$ cat src/rtl/vend_fsm_param.sv
// Parametrised coin-accumulating vending controller: per-product price table,
// change return, cancel/refund and a timed dispense pulse. All outputs registered.
module vend_fsm_param #(
    parameter int unsigned NUM_PRODUCTS    = 4,
    parameter int unsigned COIN_W          = 4,
    parameter int unsigned SUM_W           = 8,
    parameter logic [NUM_PRODUCTS*SUM_W-1:0] PRICES = {8'd10, 8'd5, 8'd1, 8'd2},
    parameter int unsigned DISPENSE_CYCLES = 4,
    localparam int unsigned SEL_W = (NUM_PRODUCTS > 1) ? $clog2(NUM_PRODUCTS) : 1
) (
    input  logic              clk,
    input  logic              rst,
    input  logic              coin_valid,
    input  logic [COIN_W-1:0] coin_value,
    input  logic              sel_valid,
    input  logic [SEL_W-1:0]  sel,
    input  logic              cancel,
    input  logic              change_ready,
    output logic              dispense,
    output logic              change_valid,
    output logic [SUM_W-1:0]  change_amount,
    output logic              coin_reject,
    output logic [SUM_W-1:0]  credit,
    output logic              led_green,
    output logic              led_yellow
);

    localparam int unsigned ACC_W = SUM_W + 1;
    localparam int unsigned CNT_W = (DISPENSE_CYCLES > 1) ? $clog2(DISPENSE_CYCLES) : 1;

    typedef enum logic [1:0] {
        S_IDLE     = 2'd0,
        S_COLLECT  = 2'd1,
        S_DISPENSE = 2'd2,
        S_CHANGE   = 2'd3
    } state_e;

    state_e             state_q, state_d;
    logic [SUM_W-1:0]   credit_q, credit_d;
    logic [SEL_W-1:0]   sel_q, sel_d;
    logic               sel_vld_q, sel_vld_d;
    logic [CNT_W-1:0]   cnt_q, cnt_d;
    logic               dispense_q, dispense_d;
    logic               change_valid_q, change_valid_d;
    logic [SUM_W-1:0]   change_amount_q, change_amount_d;
    logic               coin_reject_q, coin_reject_d;
    logic               led_green_q, led_green_d;
    logic               led_yellow_q, led_yellow_d;

    logic [SUM_W-1:0]   price_tbl [NUM_PRODUCTS];
    logic [SUM_W-1:0]   price_c;
    logic [ACC_W-1:0]   sum_c;
    logic               sel_ok_c;
    logic               purchase_c;

    // Unpack the flat price table into one entry per product.
    for (genvar i = 0; i < NUM_PRODUCTS; i++) begin : g_price
        assign price_tbl[i] = PRICES[i*SUM_W +: SUM_W];
    end

    assign price_c    = price_tbl[sel_q];
    assign sum_c      = ACC_W'(credit_q) + ACC_W'(coin_value);
    assign sel_ok_c   = (32'(sel) < NUM_PRODUCTS);
    assign purchase_c = sel_vld_q && (credit_q >= price_c);

    always_ff @(posedge clk or negedge rst) begin
        if (!rst) begin
            state_q         <= S_IDLE;
            credit_q        <= '0;
            sel_q           <= '0;
            sel_vld_q       <= 1'b0;
            cnt_q           <= '0;
            dispense_q      <= 1'b0;
            change_valid_q  <= 1'b0;
            change_amount_q <= '0;
            coin_reject_q   <= 1'b0;
            led_green_q     <= 1'b1;
            led_yellow_q    <= 1'b0;
        end else begin
            state_q         <= state_d;
            credit_q        <= credit_d;
            sel_q           <= sel_d;
            sel_vld_q       <= sel_vld_d;
            cnt_q           <= cnt_d;
            dispense_q      <= dispense_d;
            change_valid_q  <= change_valid_d;
            change_amount_q <= change_amount_d;
            coin_reject_q   <= coin_reject_d;
            led_green_q     <= led_green_d;
            led_yellow_q    <= led_yellow_d;
        end
    end

    always_comb begin
        state_d         = state_q;
        credit_d        = credit_q;
        sel_d           = sel_q;
        sel_vld_d       = sel_vld_q;
        cnt_d           = cnt_q;
        change_valid_d  = change_valid_q;
        change_amount_d = change_amount_q;
        coin_reject_d   = 1'b0;

        unique case (state_q)
            S_IDLE: begin
                if (coin_valid) begin
                    state_d = S_COLLECT;
                    if (sum_c[SUM_W]) coin_reject_d = 1'b1;
                    else              credit_d      = sum_c[SUM_W-1:0];
                end
                if (sel_valid && sel_ok_c) begin
                    state_d   = S_COLLECT;
                    sel_d     = sel;
                    sel_vld_d = 1'b1;
                end
            end
            S_COLLECT: begin
                if (cancel) begin
                    change_amount_d = credit_q;
                    credit_d        = '0;
                    sel_d           = '0;
                    sel_vld_d       = 1'b0;
                    coin_reject_d   = coin_valid;
                    if (credit_q != '0) begin
                        state_d        = S_CHANGE;
                        change_valid_d = 1'b1;
                    end else begin
                        state_d = S_IDLE;
                    end
                end else if (purchase_c) begin
                    // The credit is consumed now, so a coin arriving this cycle goes back.
                    change_amount_d = credit_q - price_c;
                    credit_d        = '0;
                    sel_d           = '0;
                    sel_vld_d       = 1'b0;
                    cnt_d           = CNT_W'(DISPENSE_CYCLES - 1);
                    coin_reject_d   = coin_valid;
                    state_d         = S_DISPENSE;
                end else begin
                    if (coin_valid) begin
                        if (sum_c[SUM_W]) coin_reject_d = 1'b1;
                        else              credit_d      = sum_c[SUM_W-1:0];
                    end
                    if (sel_valid && sel_ok_c) begin
                        sel_d     = sel;
                        sel_vld_d = 1'b1;
                    end
                end
            end
            S_DISPENSE: begin
                coin_reject_d = coin_valid;
                if (cnt_q == '0) begin
                    if (change_amount_q != '0) begin
                        state_d        = S_CHANGE;
                        change_valid_d = 1'b1;
                    end else begin
                        state_d = S_IDLE;
                    end
                end else begin
                    cnt_d = cnt_q - CNT_W'(1);
                end
            end
            S_CHANGE: begin
                coin_reject_d = coin_valid;
                if (change_ready) begin
                    change_valid_d  = 1'b0;
                    change_amount_d = '0;
                    state_d         = S_IDLE;
                end
            end
            default: state_d = S_IDLE;
        endcase

        dispense_d   = (state_d == S_DISPENSE);
        led_yellow_d = (state_d == S_DISPENSE);
        led_green_d  = (state_d == S_IDLE);
    end

    assign dispense      = dispense_q;
    assign change_valid  = change_valid_q;
    assign change_amount = change_amount_q;
    assign coin_reject   = coin_reject_q;
    assign credit        = credit_q;
    assign led_green     = led_green_q;
    assign led_yellow    = led_yellow_q;

endmodule

$ cat config.mk
export PLATFORM = sky130hd
export DESIGN_NAME = vend_fsm_param
export DESIGN_NICKNAME = d
export VERILOG_FILES = /design/src/rtl/vend_fsm_param.sv
export SDC_FILE = /design/constraint.sdc
export NUM_CORES = 1
export LEC_CHECK = 0
export BUFFER_PORTS_ARGS = -buffer_cell sky130_fd_sc_hd__buf_4
export CORE_MARGIN = 2
export CORE_UTILIZATION = 40
export DETAILED_ROUTE_END_ITERATION = 7
export PLACE_DENSITY = 0.62
export SLEW_MARGIN = 10
export SYNTH_ARGS = -nofsm -noshare
export SYNTH_HDL_FRONTEND = slang
export SYNTH_SLANG_ARGS = --single-unit
$ cat constraint.sdc
create_clock -name clk -period 3.05 [get_ports clk]
set_input_delay 0.305 -clock clk [delete_from_list [all_inputs] [get_ports clk]]
set_output_delay 0.305 -clock clk [all_outputs]
set_load 0.1 [all_outputs]
==> run summary, run 1 <==
via count = 1547
Post-DRT Antenna Nets = 0
adder-cell share of the synthesized area = 9.61%
# port buffers = 32
GRT Residual Overflow = 0
All-Layer GR Usage = 16.5%
Crit Path Max Fanout = 4
Data required, critical path = 3.24 ns
unrepaired setup endpoints after global routing = false
area of the core = 0.00441 mm^2
status = completed
top_reg_cell synth = dfrtp_1
crit path launch type = flop
Tcrit/Tclk final = 86.5%
synth unique cells = 52
post-synth net total = 218
largest net degree at the start of global routing = 28
first-pass GRT wire length = 6750 um
clk root buf = clkbuf_8
most frequent cells in the layout = buf_4, dfrtp_1, inv_1
layout cell share with drive strength beyond 1 = 22.5%
H-Tree Depth = 1
mux cell area share after synthesis = 1.08%
Iter 0 DRT Violations = 64
Slew @ Worst Pin = 0.658 ns
final count of pins violating max slew = 0
Min-Delay Path Class = primary input to flop
DR vias/cell = 5.65
headroom to the max-slew limit = 55.7%
chip height = 72.0 um
Yosys reg bits = 27
fraction of the mapped netlist area in compound gates = 27.0%
clk_skew = 0.00120 ns
EDFF count, synth = 0
CTS tree = yes
Critical Path AT = 2.83 ns
Syn Inst Count = 193
vias in the first global route = 1431
WL final = 4010 um
drt wl/cell = 14.6 um
DR DRC count = 0
Seq/Total Area, Yosys = 36.6%
FMAX = 379 MHz
Clk Latency, worst-skew pair = 0.27 ns
Area Overhead vs Synth = 16.9%
Avg Cell Area, Syn = 9.58 um^2
synthesized cell area = 0.00185 mm^2
ys async rst share = 100%
cts bufs inserted = 3
final hold violation count = 0
postcts setup bufs = 0
Die X = 72.0 um
DRT Pass-1 Iters = 4
final net count = 248
Synth Warn # = 0
Fillers = 413
antenna violations before repair = 0
most common cell after layout, fill and taps aside = buf_4
half-perimeter wire length after placement = 3090 um
Max Cap Viol = 0
post-synthesis xor/xnor area fraction = 2.84%
setup TNS = 0 ns
Worst Setup Path Type = flop to flop
CP endpoint kind = flop
die area = 0.00518 mm^2
row count = 24
worst-case clock buffer depth = 2
Placer Congestion = 0.833
I/O pin count = 33
final setup fails = 0
largest family of logic cells by synthesized area = compound AO/OA/AOI/OAI gates
Starting Density = 41.9%
minimum clock period = 2.64 ns
# clock sinks = 27
post-synthesis simple-gate area fraction = 16.4%
Reg clk slew, reported paths = 0.09 ns
Ant. Diodes = 0
-- cells in the mapped netlist (4+ instances only) --
master | instances | area share, %
dfrtp_1 | 26 | 35
inv_1 | 17 | 3.5
o21ai_0 | 15 | 4.1
nor2_1 | 13 | 2.6
nand2_1 | 12 | 2.4
ha_1 | 11 | 7.4
nor2b_1 | 9 | 3.0
a21oi_1 | 8 | 2.2
a22o_1 | 7 | 3.3
nor4_1 | 6 | 2.0
xor2_1 | 5 | 2.4
clkbuf_1 | 4 | 0.81
nand4_1 | 4 | 1.4
-- through the flow --
| stage | setup WS [ns] | hold slack [ns] | util [%] | cells | area, um^2 |
|---|---|---|---|---|---|
| 2_1_floorplan | 0.254 | 0.00941 | - | 193 | 1850 |
| 3_3_place_gp | 0.483 | 0.235 | 47.7 | 269 | 2110 |
| 3_5_place_dp | 0.419 | 0.236 | 47.7 | 269 | 2110 |
| 4_1_cts | 0.393 | 0.308 | 49.0 | 274 | 2160 |
| 5_1_grt | 0.188 | 0.310 | 49.0 | 274 | 2160 |
| 6_report | 0.413 | 0.320 | 49.0 | 274 | 2160 |
-- final timing paths --
check | start | endpoint | slack (ns) | cells past startpoint
setup reg to reg | sel_q[0] | cnt_q[1] | 0.41 | 10
min in group asynchronous | rst | change_amount[1] | 0.48 | 2
hold reg to reg | cnt_q[0] | cnt_q[0] | 0.48 | 1
max in group asynchronous | rst | led_green | 2.28 | 2
setup / recovery | sel_q[0] | cnt_q[1] | 0.41 | 10
hold / removal | coin_valid | coin_reject | 0.32 | 2
-- logic make-up (layout without fill, tap and decap cells) --
group | Yosys count | count (layout)
and+or+nand+nor | 56 | 56
xor gates and xnor gates | 6 | 6
adders and majority gates | 13 | 13
DFF | 27 | 27
buffers and inverters | 26 | 55
AOI/OAI and AO/OA | 63 | 63
muxes | 2 | 2
-- metal layers --
| layer | global-route usage, % | up-vias | part of all wire [%] | wire [um] |
|---|---|---|---|---|
| met1 | 21.9 | 746 | 47 | 1880 |
| met4 | 6.92 | 0 | 1.9 | 75 |
| li1 | - | 763 | - | - |
| met3 | 1.67 | 6 | 3.8 | 151 |
| met2 | 27.8 | 32 | 47 | 1900 |
| met5 | 0 | - | 0 | 0 |
-- worst max-delay path, stage by stage (launching register included) --
cell and delay [ns]:
dfrtp_1 0.38, inv_1 0.07, ha_1 0.32, inv_1 0.07
ha_1 0.20, fa_1 0.41, nand2b_1 0.16, a21oi_1 0.28
o2111ai_1 0.24, a21bo_2 0.26, a22oi_1 0.18
-- area by class of cell --
type / count / area (um^2) / share of cell area (%)
Clock buffer: 4 / 45.0 / 2.08
Inverter: 17 / 63.8 / 2.95
Multi-Input combinational cell: 140 / 1050 / 48.7
Sequential cell: 27 / 677 / 31.3
Tap cell: 52 / 65.1 / 3.01
Timing Repair Buffer: 34 / 258 / 11.9
-- repair_timing --
action	CTS	global route
endpoints found under the hold margin	26	0
gates resized for setup	0	0
hold buffers	1	0
-- flip-flops by register name, indices dropped and copies added (netlist names) --
name	count
change_amount	8
coin_reject	1
sel_q	2
state_q	2
led_green	1
sel_vld_q	1
credit	8
cnt_q	2
led_yellow	1
change_valid	1
Power of run 1 is not shown: default switching activity piles up to over one toggle a cycle in this logic, so the estimate is an artifact.
==> inputs of run 2 (changes only) <==
--- a/config.mk
+++ b/config.mk
@@ -5,6 +5,7 @@
 export SDC_FILE = /design/constraint.sdc
 export NUM_CORES = 1
 export LEC_CHECK = 0
+export ABC_AREA = 1
 export BUFFER_PORTS_ARGS = -buffer_cell sky130_fd_sc_hd__buf_4
 export CORE_MARGIN = 2
 export CORE_UTILIZATION = 40
==> run 2 against run 1 <==
Compared with the run above: final cell count increased by 27%; sequential share of layout area down 0.76 points; register-to-register slack better by 0.35 ns; area after synthesis grew 1.9%; critical path type unchanged; highest routed layer unchanged.
==> run summary, run 2 <==
EDFF count, synth = 0
DR DRC count = 0
ys async rst share = 100%
Critical Path AT = 2.48 ns
setup TNS = 0 ns
Synth top area share = 34.5%
Placer Congestion = 0.818
count leader, synth = nand2_1
via count = 1735
first-pass GRT wire length = 7640 um
Syn Inst Count = 264
clk_skew = 0.00728 ns
# clock sinks = 27
Avg Cell Area, Syn = 7.14 um^2
most common cell after layout, fill and taps aside = nand2_1
synthesized cell area = 0.00188 mm^2
Min-Delay Path Class = primary input to flop
area of the core = 0.00444 mm^2
Seq/Total Area, Yosys = 35.9%
final net count = 322
synth top area cells = dfrtp_1, nand2_1, ha_1
final hold violation count = 0
crit path launch type = flop
GRT Residual Overflow = 0
CTS tree = yes
Tcrit/Tclk final = 75.1%
Synth top cells by count = nand2_1, inv_1, dfrtp_1, nand3_1, nor2_1
DR vias/cell = 4.99
# port buffers = 32
Reg clk slew, reported paths = 0.10 ns
All-Layer GR Usage = 18.5%
most frequent cells in the layout = nand2_1, inv_1, buf_4
Synth Warn # = 0
Post-DRT Antenna Nets = 0
top_reg_cell synth = dfrtp_1
Setup WS pre-CTS = 0.763 ns
final count of pins violating max slew = 0
Post-DP Area = 0.00216 mm^2
postcts setup bufs = 0
chip height = 72.6 um
headroom to the max-slew limit = 77.4%
final setup fails = 0
Iter 0 DRT Violations = 69
status = completed
Crit Path Max Fanout = 5
Clk Latency, worst-skew pair = 0.28 ns
Max Cap Viol = 0
# resized after CTS = 0
I/O pin count = 33
Ant. Diodes = 0
fin area = 0.00222 mm^2
unrepaired setup endpoints after global routing = false
cts bufs inserted = 3
final worst slack = 0.759 ns
drt wl/cell = 12.6 um
minimum clock period = 2.29 ns
post-synth net total = 289
largest net degree at the start of global routing = 28
antenna violations before repair = 0
worst-case clock buffer depth = 2
FMAX = 436 MHz
H-Tree Depth = 1
Worst Setup Path Type = flop to flop
DRT Pass-1 Iters = 7
CTS Hold Bufs = 1
Die X = 72.6 um
Data required, critical path = 3.24 ns
Starting Density = 42.4%
WL final = 4390 um
vias in the first global route = 1710
reg-to-reg setup timing slack = 0.76 ns
Yosys reg bits = 27
half-perimeter wire length after placement = 3440 um
synth unique cells = 30
die area = 0.00528 mm^2
layout cell share with drive strength beyond 1 = 18.2%
CP endpoint kind = flop
Area Overhead vs Synth = 17.6%
Synth area leader = dfrtp_1
row count = 24
clk root buf = clkbuf_8
Slew @ Worst Pin = 0.338 ns
-- run 2: kinds of logic (layout without fill, tap and decap cells) --
group           after synthesis  count (layout)  synth area share (%)
flops                        27              27                  35.9
compound gates               29              29                  8.43
fa+ha+maj                    13              13                  9.43
buf+inv                      41              73                  9.03
xor+xnor                      5               5                  2.32
simple gates                149             149                  34.9
-- run 2: metrics by stage --
step	hold slack [ns]	cells	utilization (%)
global route	0.326	348	49.9
floorplan	0.00941	264	-
global placement	0.241	343	48.5
detailed placement	0.244	343	48.5
CTS	0.318	348	49.9
finish	0.323	348	49.9
-- run 2: final timing paths --
kind	startpoint	end	cells past startpoint
max	sel_q[1]	credit[6]	14
max in group asynchronous	rst	led_green	2
min in group asynchronous	rst	sel_vld_q	2
min	coin_valid	coin_reject	3
min reg2reg	cnt_q[0]	cnt_q[0]	1
max reg2reg	sel_q[1]	credit[6]	14
-- run 2: layer usage --
metal	up-vias	track usage [%]	wire length [um]
li1	902	-	-
met1	782	24.2	2080
met2	47	31.5	2040
met3	4	2.49	221
met4	0	5.97	54
met5	-	0	0
-- run 2: critical path, stage by stage (launching register included) --
cell     delay [ns]
dfrtp_1        0.41
ha_1           0.32
inv_1          0.07
ha_1           0.20
fa_1           0.42
nor2_2         0.14
nor2_2         0.05
nand2_1        0.07
nand2_2        0.08
nand2_4        0.09
nand2_2        0.07
nand2_2        0.10
inv_2          0.07
nand2_1        0.06
nand2_1        0.05
-- run 2: area by class of cell --
class / count / area (um^2)
multi-input combinational: 196 / 1040
timing repair buffer: 33 / 250
fill: 479 / 2230
tap: 52 / 65.1
sequential: 27 / 677
clock inverter: 1 / 7.51
inverter: 36 / 138
clock buffer: 3 / 41.3
Power of run 2 is left out for the same reason.
